--- src/rtl/fifo_word_byte_unpacker_if.sv ---
// rtl/fifo_word_byte_unpacker_if.sv - FIFO read port and byte stream bundle for the word/byte unpacker
interface fifo_word_byte_unpacker_if #(
  parameter int DATA_W = 32,
  parameter int CNT_W  = 16
);
  logic [DATA_W-1:0] fifo_rd_data;
  logic              fifo_rd_vld;
  logic              fifo_rd_en;
  logic [7:0]        byte_data;
  logic              byte_vld;
  logic              byte_rdy;
  logic              byte_last;
  logic [CNT_W-1:0]  pkt_cnt;
  logic              busy;

  modport master (
    output fifo_rd_data, fifo_rd_vld, byte_rdy,
    input  fifo_rd_en, byte_data, byte_vld, byte_last, pkt_cnt, busy
  );

  modport slave (
    input  fifo_rd_data, fifo_rd_vld, byte_rdy,
    output fifo_rd_en, byte_data, byte_vld, byte_last, pkt_cnt, busy
  );
endinterface

--- src/rtl/fifo_word_byte_unpacker.sv ---
// rtl/fifo_word_byte_unpacker.sv - pops FIFO words, emits them as a framed valid/ready byte stream
module fifo_word_byte_unpacker #(
  parameter int DATA_W     = 32,
  parameter int BIG_ENDIAN = 0,
  parameter int PKT_WORDS  = 4,
  parameter int CNT_W      = 16
) (
  input  logic                       rd_clk,
  input  logic                       rd_rst,
  fifo_word_byte_unpacker_if.slave   bus
);
  localparam int BYTES  = DATA_W / 8;
  localparam int IDX_W  = $clog2(BYTES);
  localparam int WCNT_W = (PKT_WORDS > 1) ? $clog2(PKT_WORDS) : 1;
  localparam logic [IDX_W-1:0]  IDX_LAST  = IDX_W'(BYTES - 1);
  localparam logic [WCNT_W-1:0] WCNT_LAST = WCNT_W'(PKT_WORDS - 1);

  logic [DATA_W-1:0] r_word;
  logic              r_have;
  logic [IDX_W-1:0]  r_idx;
  logic [WCNT_W-1:0] r_wcnt;
  logic [CNT_W-1:0]  r_pkt_cnt;

  logic              w_fire;
  logic              w_last_byte;
  logic              w_pkt_end;
  logic              w_word_done;
  logic              w_pop;
  logic [IDX_W-1:0]  w_sel;
  logic [7:0]        w_byte;

  assign w_last_byte = (r_idx == IDX_LAST);
  assign w_pkt_end   = (r_wcnt == WCNT_LAST);
  assign w_fire      = r_have & bus.byte_rdy;
  assign w_word_done = w_fire & w_last_byte;
  // Reset gates the pop so the FIFO never advances while state is being cleared
  assign w_pop       = bus.fifo_rd_vld & ~rd_rst & (~r_have | w_word_done);
  assign w_sel       = (BIG_ENDIAN != 0) ? (IDX_LAST - r_idx) : r_idx;

  always_comb begin
    w_byte = '0;
    for (int b = 0; b < BYTES; b++) begin
      if (w_sel == IDX_W'(b)) begin
        w_byte = r_word[8*b +: 8];
      end
    end
  end

  always_ff @(posedge rd_clk or posedge rd_rst) begin
    if (rd_rst) begin
      r_word    <= '0;
      r_have    <= 1'b0;
      r_idx     <= '0;
      r_wcnt    <= '0;
      r_pkt_cnt <= '0;
    end else begin
      if (w_pop) begin
        r_word <= bus.fifo_rd_data;
        r_have <= 1'b1;
        r_idx  <= '0;
      end else if (w_word_done) begin
        r_have <= 1'b0;
      end else if (w_fire) begin
        r_idx <= r_idx + IDX_W'(1);
      end
      if (w_word_done) begin
        r_wcnt <= w_pkt_end ? '0 : r_wcnt + WCNT_W'(1);
      end
      if (w_word_done && w_pkt_end) begin
        r_pkt_cnt <= r_pkt_cnt + CNT_W'(1);
      end
    end
  end

  assign bus.fifo_rd_en = w_pop;
  assign bus.byte_data  = w_byte;
  assign bus.byte_vld   = r_have;
  assign bus.byte_last  = r_have & w_last_byte & w_pkt_end;
  assign bus.pkt_cnt    = r_pkt_cnt;
  assign bus.busy       = r_have | (r_wcnt != '0);
endmodule

--- src/flat_wrapper.sv ---
// flat-port wrapper written by rule: the top's interface ports become plain ports
module fifo_word_byte_unpacker_flat 
#(
  parameter int DATA_W     = 32,
  parameter int BIG_ENDIAN = 0,
  parameter int PKT_WORDS  = 4,
  parameter int CNT_W      = 16
)
  (rd_clk, rd_rst, bus_fifo_rd_data, bus_fifo_rd_vld, bus_byte_rdy, bus_fifo_rd_en, bus_byte_data, bus_byte_vld, bus_byte_last, bus_pkt_cnt, bus_busy);
  fifo_word_byte_unpacker_if #(.DATA_W(DATA_W), .CNT_W(CNT_W)) bus_i ();
  input  logic rd_clk;
  input  logic rd_rst;
  input wire logic [$bits(bus_i.fifo_rd_data)-1:0] bus_fifo_rd_data;
  input wire logic [$bits(bus_i.fifo_rd_vld)-1:0] bus_fifo_rd_vld;
  input wire logic [$bits(bus_i.byte_rdy)-1:0] bus_byte_rdy;
  output wire logic [$bits(bus_i.fifo_rd_en)-1:0] bus_fifo_rd_en;
  output wire logic [$bits(bus_i.byte_data)-1:0] bus_byte_data;
  output wire logic [$bits(bus_i.byte_vld)-1:0] bus_byte_vld;
  output wire logic [$bits(bus_i.byte_last)-1:0] bus_byte_last;
  output wire logic [$bits(bus_i.pkt_cnt)-1:0] bus_pkt_cnt;
  output wire logic [$bits(bus_i.busy)-1:0] bus_busy;
  assign bus_i.fifo_rd_data = bus_fifo_rd_data;
  assign bus_i.fifo_rd_vld = bus_fifo_rd_vld;
  assign bus_i.byte_rdy = bus_byte_rdy;
  assign bus_fifo_rd_en = bus_i.fifo_rd_en;
  assign bus_byte_data = bus_i.byte_data;
  assign bus_byte_vld = bus_i.byte_vld;
  assign bus_byte_last = bus_i.byte_last;
  assign bus_pkt_cnt = bus_i.pkt_cnt;
  assign bus_busy = bus_i.busy;
  fifo_word_byte_unpacker #(.DATA_W(DATA_W), .BIG_ENDIAN(BIG_ENDIAN), .PKT_WORDS(PKT_WORDS), .CNT_W(CNT_W)) u_core (.rd_clk(rd_clk), .rd_rst(rd_rst), .bus(bus_i));
endmodule
--- config.mk ---
export PLATFORM = sky130hd
export DESIGN_NAME = fifo_word_byte_unpacker_flat
export DESIGN_NICKNAME = d
export VERILOG_FILES = /design/src/rtl/fifo_word_byte_unpacker_if.sv /design/src/rtl/fifo_word_byte_unpacker.sv /design/src/flat_wrapper.sv
export SDC_FILE = /design/constraint.sdc
export NUM_CORES = 1
export LEC_CHECK = 0
export BUFFER_PORTS_ARGS = -buffer_cell sky130_fd_sc_hd__buf_2
export CAP_MARGIN = 5
export CORE_MARGIN = 2
export CORE_UTILIZATION = 52
export CTS_CLUSTER_SIZE = 40
export DETAILED_ROUTE_END_ITERATION = 6
export PLACE_DENSITY = 0.86
export REMOVE_ABC_BUFFERS = 1
export SYNTH_ARGS = -nofsm -noshare
export SYNTH_HDL_FRONTEND = slang
export SYNTH_SLANG_ARGS = --single-unit
export TNS_END_PERCENT = 10
--- constraint.sdc ---
create_clock -name rd_clk -period 2.1 [get_ports rd_clk]
set_input_delay 0 -clock rd_clk [delete_from_list [all_inputs] [get_ports rd_clk]]
set_output_delay 0 -clock rd_clk [all_outputs]
set_load 0.02 [all_outputs]
== Word level (Yosys, flattened, before mapping) ==
Index checks and enable logic that the tools add are counted.
Word-level totals
  flip-flop bits (word level): 53
  input bits: 36
  output and inout port bits: 28
Cells by class
  $add $sub $neg: 3
  eq/ne operators: 5
  mux-type cells: 10
  bitwise logic cells: 10
  reduce and logical (&&, ||, !) cells: 6
Operator list (count)
  8-bit 2-to-1 mux: 4
  16-bit by 1-bit adder with 16-bit output (second input constant): 1
  2-bit 2-to-1 mux: 4
  1-bit AND: 6
  2-bit == test (second input constant): 3
  2-bit nonzero test: 3
  2-bit by 1-bit adder with 2-bit output (second input constant): 2
  2-bit by 1-bit == test with 1-bit output (second input constant): 1
  2-bit zero test: 1
  1-bit 2-to-1 mux: 2
  2-bit != test (second input constant): 1
  1-bit inverter: 2
  1-bit bitwise OR: 2
  2-bit AND reduction: 1
  1-bit logical AND: 1

== Logic depth before layout (Yosys ltp) ==
Gate-level depths: netlist of the first run.
  depth after elaboration: 6
  depth in mapped cells: 7
  mapped depth without buffers: 6

== Worst setup path after synthesis of the first run ==
OpenSTA, ideal clock, no wires.
  path kind: input to register
  start point: in rd_rst
  end point: reg u_core.r_word[0]
  data arrival time: 2.216 ns
  data required time: 1.975 ns
  path slack: -0.240 ns
  cell stages on the path: 5
  buffers on the path: 1
  path through: inv_1 -> nand2_1 -> a21oi_4 -> buf_6 -> mux2_2
Between the ends
  longest elaborated chain between the ends: 3
RTL lines
  start, declared: RTL line flat_wrapper.sv:12  | input logic rd_rst;
  1-bit inverter: RTL line fifo_word_byte_unpacker.sv:37  | assign w_pop = bus.fifo_rd_vld & ~rd_rst & (~r_have | w_word_done);
  1-bit AND (2 in series): RTL line fifo_word_byte_unpacker.sv:37
  via bus_fifo_rd_en: RTL line flat_wrapper.sv:16  | output wire logic [$bits(bus_i.fifo_rd_en)-1:0] bus_fifo_rd_en;
  end signal, assigned: RTL line fifo_word_byte_unpacker.sv:58  | r_word <= bus.fifo_rd_data;
  end, declared: RTL line fifo_word_byte_unpacker.sv:18  | logic [DATA_W-1:0] r_word;
The timed path passes the listed nets, and every way through them passes these cells.
A chain may end at the register's enable or synchronous reset.

== Worst setup path in the final report of the first run ==
  start point: reg u_core.r_idx[0]
  end point: out bus_byte_data[5]
Between the ends
  longest elaborated chain between the ends: 5
RTL lines
  start, declared: RTL line fifo_word_byte_unpacker.sv:20  | logic [IDX_W-1:0] r_idx;
  start signal, assigned: RTL line fifo_word_byte_unpacker.sv:64  | r_idx <= r_idx + IDX_W'(1);
  2-bit zero test: RTL line fifo_word_byte_unpacker.sv:43  | if (w_sel == IDX_W'(b)) begin
  8-bit 2-to-1 mux (3 in series): RTL line fifo_word_byte_unpacker.sv:43
  8-bit 2-to-1 mux *: RTL line fifo_word_byte_unpacker.sv:43
  end, declared: RTL line flat_wrapper.sv:17  | output wire logic [$bits(bus_i.byte_data)-1:0] bus_byte_data;
Every way passes the cells marked *; elsewhere a longest branch is shown, timed or not.

==> results.py, run 1 <==
metrics = {
    "die": {
        "io_pins": 64,
        "rows": 25,
        "die_w_um": 73.5,
        "dieHeight_um": 73.5,
        "start_util_pct": 53.5,
        "dieArea_mm2": 0.00540,
        "core_area_mm2": 0.00469,
    },
    "setup_path": {
        "r2r_start": "u_core.r_idx[1]",
        "endpoint": "bus_byte_data[5]",
        "reg2reg_depth": 5,
        "endpoint_kind": "output pin",
        "start_kind": "flip-flop",
        "ff2ff_setup_slack_ns": 0.35,
        "cp-startpoint": "u_core.r_idx[0]",
        "path_max_fanout": 7,
        "arrival_ns": 1.92,
        "critPathRequiredTime_ns": 2.10,
        "worstSetupPathType": "reg2out",
        "r2r_end": "u_core.bus.pkt_cnt[9]",
    },
    "grt": {
        "grt_remaining_overflow": 0,
        "use_met3_pct": 4.12,
        "grt_max_degree": 54,
        "met1_usage_pct": 27.5,
        "met2_usage_pct": 30.7,
        "grt_usage_pct": 19.4,
        "first_global_vias": 1777,
        "grt_busiest_layer": "met2",
        "grt_pass1_wl_mm": 8.02,
        "antenna_found_initial": 0,
    },
    "hold_path": {
        "holdPathStages": 4,
        "hp-class": "in2reg",
    },
    "routing": {
        "viasPerCell": 5.21,
        "firstDrtPassIters": 4,
        "post_drt_wl_per_cell_um": 14.1,
        "ant_nets": 0,
        "vias": 1848,
        "drt-total-wl_mm": 5.02,
        "drc": 0,
        "drt_iter0_markers": 117,
    },
    "sta": {
        "relSlewSlack_pct": 56.9,
        "rsz0062_at_grt": "no",
        "clock.fmax_mhz": 521,
        "clock_skew_ns": 0.00673,
        "min_period_ns": 1.92,
        "fin_ws_ns": 0.181,
        "setup_viol": 0,
        "tns_ns": 0,
        "worst_pin_slew_ns": 0.647,
        "slew_viol_final": 0,
        "post-route-period-util_pct": 91.4,
        "finalHoldViolCount": 0,
    },
    "synthesis": {
        "syn_inst": 199,
        "ys.flop_type": "dfrtp_1",
        "synth_edf_count": 0,
        "synth_common_cells": "53 x dfrtp_1, 30 x mux2_2, 18 x nand2_1",
        "synthArstFlopShare_pct": 100,
        "synth_most_common_cell": "dfrtp_1",
        "synth.distinct_cells": 34,
        "syn_area_per_cell_um2": 12.6,
        "yosysTopAreaCell": "dfrtp_1",
        "synth_top_area_share_pct": 52.8,
        "syn-cell-area_mm2": 0.00251,
        "ys_seq_area_share_pct": 52.8,
        "ys_ff_latch": 53,
        "yosysWarnings": 0,
        "synth.area.top_cells": "dfrtp_1 53%, mux2_2 13%, xnor2_1 3.8%",
    },
    "clocking": {
        "clockRootBuffer": "clkbuf_8",
        "cts.sink_count": 53,
        "cts_htree_levels": 2,
        "cts_tree": "done",
        "numCtsBuffers": 5,
        "worstSkewPairLatency_ns": 0.29,
        "cts.path.max_buffers": 2,
        "clk_pin_slew_ns": 0.09,
    },
    "power": {
        "vdd_ir_drop_max_mv": 0.623,
        "p_per_area_mw_per_mm2": 1130,
        "p_leak_nw": 1.62,
    },
    "run_status": {
        "outcome": "complete, no violations",
    },
    "layout": {
        "postLayoutCoreUtil_pct": 70.5,
        "fin_area_mm2": 0.00331,
        "multi_input_area_mm2": 0.00110,
        "area_growth_pct": 31.8,
        "n_antenna_cell": 0,
        "fill_cells": 328,
        "drive_above_1_share_pct": 37.5,
        "final_nets": 343,
        "seqCellArea_mm2": 0.00133,
    },
    "job": {
        "cap_violations": 0,
    },
    "placed_design": {
        "gp_congestion": 0.723,
        "dpl_cell_area_mm2": 0.00288,
        "numPortBuffers": 63,
        "pre_cts_slack_ns": 0.360,
        "dpl.hpwl_mm": 3.35,
    },
}
## cell type report
| cell class | count | share of cell area, % |
|---|---|---|
| well taps | 54 | 2.04 |
| multi-input cells | 131 | 33.2 |
| repair buffers | 102 | 21.4 |
| flip-flops and latches | 53 | 40.1 |
| clock buffers | 6 | 2.19 |
| inverters | 7 | 0.794 |
| clock inverters | 2 | 0.303 |
## worst min path at each step
stage                                    start             endpoint  slack (ns)
final                             bus_byte_rdy  u_core.bus.byte_vld        0.13
after CTS                         bus_byte_rdy  u_core.bus.byte_vld        0.11
after detailed placement  bus_fifo_rd_data[20]    u_core.r_word[20]        0.22
after global routing              bus_byte_rdy  u_core.bus.byte_vld        0.14
after floorplan           bus_fifo_rd_data[19]    u_core.r_word[19]        0.13
after global placement    bus_fifo_rd_data[19]    u_core.r_word[19]        0.22
## cell families (layout without fill, tap and decap cells)
family,Yosys count,after routing,share of synthesized area [%]
and+or+nand+nor,51,51,11.9
DFF,53,53,52.8
AOI/OAI and AO/OA,23,23,7.33
adders and majority gates,7,7,3.49
xor gates and xnor gates,15,15,5.23
buffers and inverters,15,117,3.54
muxes,35,35,15.7
## metrics by stage
stage | cells | total power, W | hold slack, ns
final | 355 | 0.00374 | 0.130
after global routing | 355 | 0.00399 | 0.141
after CTS | 355 | 0.00375 | 0.112
after detailed placement | 313 | 0.00316 | 0.223
after global placement | 313 | 0.00309 | 0.220
after floorplan | 191 | 0.00267 | 0.135
## report_power, final
| group | switching [W] | internal (W) | leakage, nW |
|---|---|---|---|
| Sequential | 0.000233 | 0.00138 | 0.663 |
| Combinational | 0.000805 | 0.000779 | 0.912 |
| Clock | 0.000308 | 0.000232 | 0.0450 |
## critical path, cell delays in order (launching register included)
cell and delay, ns:
dfrtp_1 0.42, inv_1 0.13, ha_1 0.18, nor2b_1 0.15, buf_4 0.17, a221oi_1 0.08
o31ai_1 0.27, buf_2 0.23
## layout by cell type, fill, tap and decap left out, types with 2 or more instances in the layout
cell,count
nor2_1,2
buf_4,5
dlygate4sd3_1,34
nor3_4,2
nand4_1,2
mux2_1,4
a22o_1,2
o21ai_0,3
inv_1,6
nand3_1,7
and3_1,4
ha_1,6
dfrtp_1,53
nor2b_1,8
xor2_1,4
clkinv_2,2
buf_2,62
xnor2_1,11
mux2_2,30
clkbuf_8,5
o31ai_1,7
nand2_1,18
a221oi_1,7
## sequential cells by signal (all words and copies together), names as in the netlist
register,cells
u_core.r_word,32
u_core.bus.pkt_cnt,16
u_core.r_wcnt,2
u_core.bus.byte_vld,1
u_core.r_idx,2
## timing repair
action	CTS	global route
resized for setup	0	2
setup endpoints to repair	0	3
hold endpoints to repair	86	0
buffers inserted	0	0
hold buffers	34	0
## routing by layer
layer | vias up | wire [µm]
met1 | 890 | 2390
met5 | - | 0
met4 | 0 | 38
met2 | 48 | 2370
li1 | 908 | -
met3 | 2 | 209
No activity file was read; power rests on OpenSTA's default activity.
==> inputs of run 2 (changes only) <==
Settings changed: CORE_MARGIN 2 to unset, CTS_BUF_LIST set to sky130_fd_sc_hd__clkbuf_16.
==> results.py, run 2 (synthesized netlist as in run 1, its figures left out) <==
metrics = {
    "grt": {
        "first_global_vias": 1982,
        "grt_max_degree": 54,
        "grt_usage_pct": 24.2,
        "grt_remaining_overflow": 0,
        "grt_pass1_wl_mm": 9.38,
        "antenna_found_initial": 0,
    },
    "setup_path": {
        "cpPeakStageDelay_ns": 0.42,
        "path_max_fanout": 7,
        "worstSetupPathType": "reg2out",
        "cp_num_buf_inv": 3,
        "start_kind": "flip-flop",
        "critPathTopFamily": "buffers and inverters",
        "cp_cell_sequence": "inv_1 > ha_1 > nor2b_1 > buf_4 > a221oi_1 > o31ai_1 > buf_2",
        "r2r_start": "u_core.r_idx[1]",
        "r2r_end": "u_core.r_word[13]",
        "reg2reg_depth": 5,
        "critPathRequiredTime_ns": 2.10,
        "endpoint_kind": "output pin",
        "ff2ff_setup_slack_ns": 0.32,
        "arrival_ns": 1.94,
        "slowest_stage": "dfrtp_1",
    },
    "hold_path": {
        "hp-class": "in2reg",
        "holdCritStartpoint": "bus_fifo_rd_vld",
        "holdPathStages": 3,
        "worstHoldEndpoint": "u_core.bus.byte_vld",
    },
    "power": {
        "p_sw_share_pct": 35.9,
        "combinationalPowerShare_pct": 40.2,
        "vdd_ir_drop_max_mv": 0.792,
        "seqPwrFrac_pct": 40.3,
        "power.switching_w": 0.00145,
        "clkPwrFrac_pct": 19.6,
        "p_per_area_mw_per_mm2": 1210,
        "p_leak_nw": 1.65,
        "internal-power_w": 0.00260,
    },
    "placed_design": {
        "gp_congestion": 0.849,
        "numPortBuffers": 63,
        "dpl.hpwl_mm": 3.32,
    },
    "layout": {
        "layout.cells.most_common": "buf_2",
        "n_antenna_cell": 0,
        "area_growth_pct": 33.9,
        "drive_above_1_share_pct": 38.2,
        "final_nets": 343,
        "layout_common_cells": "63 x buf_2, 53 x dfrtp_1, 33 x dlygate4sd3_1",
        "largest_reg_flops": 32,
        "max_flop_register": "u_core.r_word",
    },
    "sta": {
        "relSlewSlack_pct": 55.6,
        "slew_viol_final": 0,
        "post-route-period-util_pct": 92.3,
        "setup_viol": 0,
        "clock_skew_ns": 0.00244,
        "rsz0062_at_grt": "no",
        "clock.fmax_mhz": 516,
        "min_period_ns": 1.94,
        "hold_ws_ns": 0.0395,
        "finalHoldViolCount": 0,
        "worst_pin_slew_ns": 0.666,
        "tns_ns": 0,
    },
    "routing": {
        "vias": 1865,
        "viasPerCell": 5.28,
        "ant_nets": 0,
        "drt_iter0_markers": 122,
        "post_drt_wl_per_cell_um": 15.7,
        "firstDrtPassIters": 4,
        "drc": 0,
        "drt-total-wl_mm": 5.54,
    },
    "die": {
        "dieArea_mm2": 0.00511,
        "io_pins": 64,
        "core_area_mm2": 0.00450,
        "dieHeight_um": 71.5,
        "die_w_um": 71.5,
        "start_util_pct": 55.7,
        "rows": 24,
    },
    "job": {
        "cap_violations": 0,
    },
    "clocking": {
        "numCtsBuffers": 5,
        "clockRootBuffer": "clkbuf_16",
        "worstSkewPairLatency_ns": 0.29,
        "cts_tree": "done",
        "cts.sink_count": 53,
        "cts_htree_levels": 2,
        "clk_pin_slew_ns": 0.07,
        "cts.path.max_buffers": 2,
    },
    "run_status": {
        "outcome": "complete, no violations",
    },
}
-- run 2: how the worst max path moves through the flow --
stage	start	endpoint	slack, ns	cells past startpoint
2_1_floorplan	rd_rst	u_core.r_word[0]	-0.59	4
3_3_place_gp	u_core.r_idx[1]	u_core.r_word[28]	0.39	5
3_5_place_dp	u_core.r_idx[1]	u_core.r_word[16]	0.35	5
4_1_cts	u_core.r_idx[0]	bus_byte_data[3]	0.12	5
5_1_grt	u_core.r_idx[0]	bus_byte_data[5]	0.06	7
6_report	u_core.r_idx[0]	bus_byte_data[3]	0.16	7
-- run 2: area by class of cell --
cell class              count  area, µm²
clock inverters             3       17.5
flip-flops and latches     53       1330
multi-input cells         131       1100
fillers                   301       1140
inverters                   7       26.3
well taps                  52       65.1
repair buffers            102        703
clock buffers               5        125
-- run 2: power groups by stage --
stage | registers (W) | clock network, W | logic, W
floorplan | 0.00159 | 0 | 0.00109
global placement | 0.00161 | 0 | 0.00150
detailed placement | 0.00163 | 0 | 0.00154
CTS | 0.00161 | 0.000808 | 0.00160
global route | 0.00168 | 0.000860 | 0.00178
finish | 0.00163 | 0.000794 | 0.00163
-- run 2: timing repair --
item | in CTS | in global routing
endpoints found under the hold margin | 85 | 0
buffers inserted | 0 | 0
setup endpoints to repair | 0 | 3
resized for setup | 0 | 1
hold buffers | 33 | 0
-- run 2: metrics by stage --
| stage | util (%) | power, W | cells | area (µm²) | setup slack [ns] |
|---|---|---|---|---|---|
| 2_1_floorplan | - | 0.00267 | 191 | 2450 | -0.590 |
| 3_3_place_gp | 64.1 | 0.00310 | 312 | 2890 | 0.394 |
| 3_5_place_dp | 64.1 | 0.00317 | 312 | 2890 | 0.349 |
| 4_1_cts | 74.6 | 0.00402 | 353 | 3360 | 0.120 |
| 5_1_grt | 74.6 | 0.00431 | 353 | 3360 | 0.0620 |
| 6_report | 74.6 | 0.00405 | 353 | 3360 | 0.162 |
-- run 2: tightest hold or removal path, cell delays in order --
cell	delay, ns
buf_2	0.09
nand2_1	0.10
nand2_1	0.09
-- run 2: layer usage --
metal  track usage, %  vias up  part of all wire, %
met1             30.5      900                   43
met2             42.3       50                   52
met3             4.22        8                  3.1
li1                 -      907                    -
met4             8.28        0                  1.9
met5                0        -                    0
